## config.mk

```make
export PLATFORM = sky130hd
export DESIGN_NAME = instr_decode_queue
export DESIGN_NICKNAME = d
export VERILOG_FILES = /design/src/rtl/instr_decode_queue.sv
export SDC_FILE = /design/constraint.sdc
export NUM_CORES = 1
export LEC_CHECK = 0
export ABC_AREA = 1
export CAP_MARGIN = 5
export CELL_PAD_IN_SITES_DETAIL_PLACEMENT = 0
export CELL_PAD_IN_SITES_GLOBAL_PLACEMENT = 1
export CORE_MARGIN = 4
export CORE_UTILIZATION = 35
export DETAILED_ROUTE_END_ITERATION = 12
export PLACE_DENSITY_LB_ADDON = 0.05
export SLEW_MARGIN = 20
export SYNTH_ARGS = -nofsm -noshare
export SYNTH_HDL_FRONTEND = slang
export SYNTH_SLANG_ARGS = --single-unit
export TNS_END_PERCENT = 10
```

## constraint.sdc

```tcl
create_clock -name clk -period 2.1 [get_ports clk]
set_input_delay 0.42 -clock clk [delete_from_list [all_inputs] [get_ports clk]]
set_output_delay 0.42 -clock clk [all_outputs]
set_load 0.05 [all_outputs]
```

## src/rtl/instr_decode_queue.sv

```systemverilog
// instr_decode_queue: valid/ready instruction FIFO feeding a registered field-decode stage
// Optional feature macro: IMM_SIGN_EXT_EN (sign-extend imm_ext; zero-extend when undefined)
// Ports:
//   clk, reset           rising-edge clock, synchronous active-high reset
//   flush                discard all queued and staged instructions
//   in_valid/in_ready    instruction word handshake (in_ready = !full, registered state only)
//   instruction          fetched instruction word
//   out_valid/out_ready  decoded-field handshake
//   opcode, rs, rt, rd   fields sliced from the MSB end of the staged word
//   target_address       staged word below the opcode
//   immediate, imm_ext   low IMM_W bits, and that value extended to DATA_W
//   fill_level           FIFO occupancy 0..DEPTH
//   retired_cnt          wrapping count of output handshakes
module instr_decode_queue #(
    parameter int INSTR_W  = 16,
    parameter int OPCODE_W = 4,
    parameter int REG_W    = 2,
    parameter int IMM_W    = 8,
    parameter int DATA_W   = 16,
    parameter int DEPTH    = 4,
    parameter int CNT_W    = 16
) (
    input  logic                        clk,
    input  logic                        reset,
    input  logic                        flush,
    input  logic                        in_valid,
    output logic                        in_ready,
    input  logic [INSTR_W-1:0]          instruction,
    output logic                        out_valid,
    input  logic                        out_ready,
    output logic [OPCODE_W-1:0]         opcode,
    output logic [REG_W-1:0]            rs,
    output logic [REG_W-1:0]            rt,
    output logic [REG_W-1:0]            rd,
    output logic [INSTR_W-OPCODE_W-1:0] target_address,
    output logic [IMM_W-1:0]            immediate,
    output logic [DATA_W-1:0]           imm_ext,
    output logic [$clog2(DEPTH):0]      fill_level,
    output logic [CNT_W-1:0]            retired_cnt
);
    localparam int AW = $clog2(DEPTH);
    localparam int LW = AW + 1;

    if (OPCODE_W + 3 * REG_W > INSTR_W || IMM_W > DATA_W) begin : g_bad_params
        $error("instr_decode_queue: field widths do not fit INSTR_W/DATA_W");
    end

    logic [INSTR_W-1:0] mem [DEPTH];
    logic [AW-1:0]      wr_ptr, rd_ptr;
    logic [INSTR_W-1:0] stage;
    logic               push, pop;

    assign in_ready = fill_level != LW'(DEPTH);
    assign push     = in_valid && in_ready && !flush;
    // Stage refills whenever it is empty or being drained this cycle
    assign pop      = fill_level != '0 && (!out_valid || out_ready);

    always_ff @(posedge clk)
        if (push) mem[wr_ptr] <= instruction;

    always_ff @(posedge clk) begin
        if (reset) begin
            {wr_ptr, rd_ptr, fill_level, out_valid, stage, retired_cnt} <= '0;
        end else begin
            if (out_valid && out_ready) retired_cnt <= retired_cnt + 1'b1;
            if (flush) begin
                wr_ptr     <= '0;
                rd_ptr     <= '0;
                fill_level <= '0;
                out_valid  <= 1'b0;
            end else begin
                if (push) wr_ptr <= wr_ptr + 1'b1;
                if (pop) begin
                    rd_ptr <= rd_ptr + 1'b1;
                    stage  <= mem[rd_ptr];
                end
                out_valid  <= pop || (out_valid && !out_ready);
                fill_level <= fill_level + LW'(push) - LW'(pop);
            end
        end
    end

    assign opcode         = stage[INSTR_W-1 -: OPCODE_W];
    assign rs             = stage[INSTR_W-OPCODE_W-1 -: REG_W];
    assign rt             = stage[INSTR_W-OPCODE_W-REG_W-1 -: REG_W];
    assign rd             = stage[INSTR_W-OPCODE_W-2*REG_W-1 -: REG_W];
    assign target_address = stage[INSTR_W-OPCODE_W-1:0];
    assign immediate      = stage[IMM_W-1:0];
`ifdef IMM_SIGN_EXT_EN
    assign imm_ext        = DATA_W'($signed(immediate));
`else
    assign imm_ext        = DATA_W'(immediate);
`endif
endmodule

```

### After elaboration in Yosys (flattened, before gate mapping)

Memories as Yosys holds them, arrays and structs flattened. A register that Yosys moved wholly into a read port is not among the register bits.
Index checks and enable logic that the tools add are counted.

| storage, ports and cells | value |
|---|---|
| memories | 1 |
| input bits | 21 |
| output and inout bits | 67 |
| bits in registers | 24 |
| logic and storage cells | 28 |
| memory bits (writable) | 64 |

| cells by class | value |
|---|---|
| eq/ne operators | 1 |
| muxes and demuxes | 2 |
| reductions and logical operators | 13 |
| bitwise logic cells | 1 |
| $add $sub $neg | 5 |

Memory list:

| memory | depth | width | rd ports | clocked after memory_dff | write ports | RTL line | source |
|---|---|---|---|---|---|---|---|
| mem | 4 | 16 | 1 | 1 | 1 | 48 | `logic [INSTR_W-1:0] mem [DEPTH];` |

Operator list:

| operator | number |
|---|---|
| adder 16 x 1 -> 16 bit (second input constant) | 1 |
| logical AND 1 bit | 5 |
| adder 2 x 1 -> 2 bit (second input constant) | 2 |
| adder 3 x 1 -> 3 bit | 1 |
| logical NOT 1 bit | 3 |
| != test 3 bit (second input constant) | 1 |
| nonzero test 3 bit | 1 |
| subtractor 3 x 1 -> 3 bit | 1 |
| logical OR 1 bit | 2 |
| two-way mux 1 bit | 2 |
| AND reduction 2 bit | 1 |
| OR reduction 2 bit | 1 |
| inverter 1 bit | 1 |

### Depth between registers and ports, before layout

| logic depth | value |
|---|---|
| word-level depth | 5 |
| gate-level depth with buffers | 11 |
| depth with buffers taken out | 11 |

### Worst setup path after synthesis

OpenSTA, ideal clock, no wires.

| timing | value |
|---|---|
| kind | register -> register |
| start point | register fill_level[1] |
| end point | memory mem[0][0], enable pin |
| stages on the path, launching flop included | 7 |
| buffers on the path | 0 |
| slack | -640 ps |
| library setup time | 389 ps |
| required time | 1,711 ps |
| clock period less this slack | 2,740 ps |
| arrival time | 2,351 ps |
| cells stage by stage | dfxtp_1 > inv_1 > nand3_1 > nand2_1 > nor2_2 > inv_2 > nor2_1 |

| on the way | value |
|---|---|
| longest elaborated chain between the ends | 5 |

RTL lines:

| what | RTL line | source |
|---|---|---|
| start, declared | 38 | `output logic [$clog2(DEPTH):0] fill_level,` |
| start signal, assigned | 78 | `fill_level <= fill_level + LW'(push) - LW'(pop);` |
| != test 3 bit | 53 | `assign in_ready = fill_level != LW'(DEPTH);` |
| net in_ready | 27 | `output logic in_ready,` |
| logical AND 1 bit (2 in a row) | 54 | `assign push = in_valid && in_ready && !flush;` |
| two-way mux 1 bit | 59 | `if (push) mem[wr_ptr] <= instruction;` |
| two-way mux 1 bit (implied by the code) | 59 |  |
| end, declared | 48 |  |

The timed path passes the listed nets, and every way through them passes these cells.

### Worst setup path in the final report

| timing | value |
|---|---|
| start point | register stage[6] (read register of mem) |
| end point | output port rd[0] |

RTL lines:

| what | RTL line | source |
|---|---|---|
| start, declared | 50 | `logic [INSTR_W-1:0] stage;` |
| end, declared | 34 | `output logic [REG_W-1:0] rd,` |

No word-level cell between the ends.

==> flow_metrics.env <==
export IMPL_status="finished, final reports clean"
export IMPL_max_stage_delay_ns=0.84
export IMPL_ys_flop_type="edfxtp_1"
export IMPL_nFillCells=1178
export IMPL_post_route_period_util_pct=96.3
export IMPL_syn_area_per_cell_sq_um=10.2
export IMPL_rows=40
export IMPL_rsz0062_at_grt="no"
export IMPL_grt_max_degree=36
export IMPL_hold_depth=2
export IMPL_grt_pass1_vias=2971
export IMPL_path_clk_slew_ns=0.07
export IMPL_dp_cells=661
export IMPL_synth_seq_cells=104
export IMPL_finalSetupViolCount=0
export IMPL_power_mw=5.78
export IMPL_finalInstanceArea_sq_um=5610
export IMPL_cts_setup_buffers=0
export IMPL_hold_class="reg -> reg"
export IMPL_wl_microns=9490
export IMPL_antenna_cells=0
export IMPL_reg2reg_from="fill_level[0]$_SDFF_PP0_"
export IMPL_synth_compound_area_share_pct=10.6
export IMPL_yosys_area_share_simple_pct=15.0
export IMPL_coreArea_sq_um=12200
export IMPL_ir_worst_vdd_v=0.000730
export IMPL_synth_top_family_by_area="simple AND/OR/NAND/NOR gates"
export IMPL_maxCapViolations=0
export IMPL_critPathBufInv=1
export IMPL_crit_end="rd[0]"
export IMPL_cts_buffers=9
export IMPL_cts_resized=0
export IMPL_required_ns=1.68
export IMPL_critPathMaxFanout=5
export IMPL_dp_final_hpwl_microns=6460
export IMPL_yosysTopAreaCellShare_pct=43.6
export IMPL_die_y_microns=120
export IMPL_hold_viol_final=0
export IMPL_drtPass1Iterations=4
export IMPL_rrSetupSlack_ns=0.26
export IMPL_drtIter0Drc=170
export IMPL_drive_gt1_share_pct=11.4
export IMPL_cts_sinks=104
export IMPL_grtUsageTotal_pct=13.6
export IMPL_syn_inst=431
export IMPL_synth_edf_count=64
export IMPL_grt_first_pass_wirelength_microns=15400
export IMPL_cp_end_kind="output pin"
export IMPL_seq_area_frac_synth_pct=61.8
export IMPL_syn_cell_area_sq_um=4410
export IMPL_rr_worst_depth=11
export IMPL_grt_antenna_before_repair=0
export IMPL_cts_root_buffer="clkbuf_16"
export IMPL_reg2reg_to="fill_level[2]$_SDFF_PP0_"
export IMPL_drt_vias_per_instance=4.53
export IMPL_synth_area_top_cells="edfxtp_1, dfxtp_1, nor2_1"
export IMPL_slew_limit_headroom_pct=60.2
export IMPL_path_delay_family="buffers and inverters"
export IMPL_cts_hold_buf=0
export IMPL_die_w_microns=120
export IMPL_skew_ns=0.00728
export IMPL_drc=0
export IMPL_power_density_nw_per_um2=1030
export IMPL_cts_tree="built"
export IMPL_cp_slowest_cell="clkdlybuf4s50_1"
export IMPL_num_vias=3065
export IMPL_tns_ns=0
export IMPL_path_cells="clkdlybuf4s50_1"
export IMPL_cts_buffer_depth=2
export IMPL_insertion_delay_ns=0.34
export IMPL_num_nets_final=532
export IMPL_finalNonFillerCells=676
export IMPL_io_pins=88
export IMPL_slew_violations=0
export IMPL_dieArea_sq_um=14500
export IMPL_arrival_ns=1.60
export IMPL_initial_core_util_pct=36.2
export IMPL_ys_async_sr_fraction_pct=0
export IMPL_place_gp_congestion=0.736
export IMPL_wire_per_inst_microns=14.0
export IMPL_fmax_ghz=0.494
export IMPL_synth_fa_ha_area_share_pct=2.16
export IMPL_yosys_area_top_type="edfxtp_1"
export IMPL_grt_overflow=0
export IMPL_startpoint="stage[6]$_SDFFE_PP0P_"
export IMPL_antenna_left=0
export IMPL_synth_xor_area_share_pct=0.398
export IMPL_post_route_min_period_ns=2.02
export IMPL_crit_type="reg -> out"
export IMPL_power_leakage_nw=2.02
export IMPL_synth_distinct_cells=35
export IMPL_cp_depth=1
export IMPL_placed_cell_area_sq_um=5340
export IMPL_start_kind="flip-flop"
export IMPL_yosysWarnings=0
export IMPL_area_delta_synth_final_pct=27.3
export IMPL_muxShareOfSynthArea_pct=0
export IMPL_htreeDepth=3
export IMPL_tightest_slew_ns=0.597
export IMPL_portBuffers=79
[placed cells by master, fill, tap and decap left out, types with 9 or more instances in the layout]
| cell type | n |
|---|---|
| nand2_1 | 30 |
| clkdlybuf4s50_1 | 76 |
| buf_4 | 15 |
| inv_1 | 29 |
| a21oi_1 | 12 |
| o22ai_1 | 16 |
| o21ai_0 | 30 |
| dfxtp_1 | 37 |
| clkbuf_16 | 9 |
| edfxtp_1 | 64 |
| o21ai_1 | 28 |
| nor2_1 | 89 |
[power by group]
part	switching, mW	internal (mW)
Sequential	0.103	2.31
Combinational	1.25	0.601
Clock	0.711	0.802
[cell families (layout without fill, tap and decap cells)]
| logic type | count (synthesis) | after routing |
|---|---|---|
| AND/OR/NAND/NOR | 152 | 152 |
| flip-flops | 104 | 104 |
| AO/OA/AOI/OAI | 88 | 88 |
| buffers and inverters | 77 | 147 |
| adder cells (fa/ha/maj) | 7 | 7 |
| XOR/XNOR | 2 | 2 |
| other | 1 | 8 |
[synthesized netlist by cell type (2+ instances only)]
cell type	n
buf_4	30
nor2_4	2
edfxtp_1	64
o21ai_1	28
o22ai_1	16
inv_2	4
nand3_1	9
dfxtp_1	40
nor2_1	93
buf_8	2
nor2_2	4
o21ai_0	30
ha_1	6
buf_2	8
a21oi_1	12
nand2_2	5
nand4_1	3
nand2_1	30
inv_1	29
[worst register-to-register path: cells and delay by family (launching register included)]
| kind | cells | cell delay, ns |
|---|---|---|
| adders and majority gates | 2 | 0.55 |
| DFF | 1 | 0.35 |
| buffers and inverters | 2 | 0.27 |
| AOI/OAI and AO/OA | 2 | 0.21 |
| and+or+nand+nor | 5 | 0.34 |
[routing by layer]
metal / vias to the layer above / track usage [%] / wire [microns]
li1: 1560 / - / -
met1: 1431 / 17.4 / 4380
met2: 70 / 22.3 / 4480
met3: 4 / 4.82 / 564
met4: 0 / 3.12 / 62
met5: - / 0 / 0
[state kept, by name, summed over array words and instances, names as in the netlist]
signal / cells
stage: 16
wr_ptr: 2
rd_ptr: 2
out_valid: 1
retired_cnt: 16
mem: 64
fill_level: 3
[worst min path at each step]
stage / startpoint / to / slack (ns)
2_1_floorplan: wr_ptr[1]$_SDFFE_PP0P_ / wr_ptr[1]$_SDFFE_PP0P_ / 0.47
3_3_place_gp: retired_cnt[5]$_SDFFE_PP0P_ / retired_cnt[5]$_SDFFE_PP0P_ / 0.49
3_5_place_dp: wr_ptr[1]$_SDFFE_PP0P_ / wr_ptr[1]$_SDFFE_PP0P_ / 0.50
4_1_cts: retired_cnt[5]$_SDFFE_PP0P_ / retired_cnt[5]$_SDFFE_PP0P_ / 0.51
5_1_grt: wr_ptr[1]$_SDFFE_PP0P_ / wr_ptr[1]$_SDFFE_PP0P_ / 0.53
6_report: retired_cnt[5]$_SDFFE_PP0P_ / retired_cnt[5]$_SDFFE_PP0P_ / 0.51
[cell type report]
class                      count  area, sq um  share of cell area (%)
sequential                   104         2730                    48.7
multi-input combinational    257         1290                    23.0
timing repair buffer          97          978                    17.4
clock buffer                  11          233                    4.15
tap                          168          210                    3.75
inverter                      35          136                    2.43
clock inverter                 4         30.0                   0.535
[metrics by stage]
| step | setup slack (ns) | util, % | hold slack (ns) |
|---|---|---|---|
| 3_5_place_dp | -0.0459 | 43.9 | 0.498 |
| 4_1_cts | 0.0427 | 46.1 | 0.512 |
| 6_report | 0.0771 | 46.1 | 0.509 |
| 2_1_floorplan | 0.0136 | - | 0.471 |
| 3_3_place_gp | -0.0286 | 43.9 | 0.489 |
| 5_1_grt | 0.0106 | 46.1 | 0.527 |
Power figures use the tool's default switching activity.
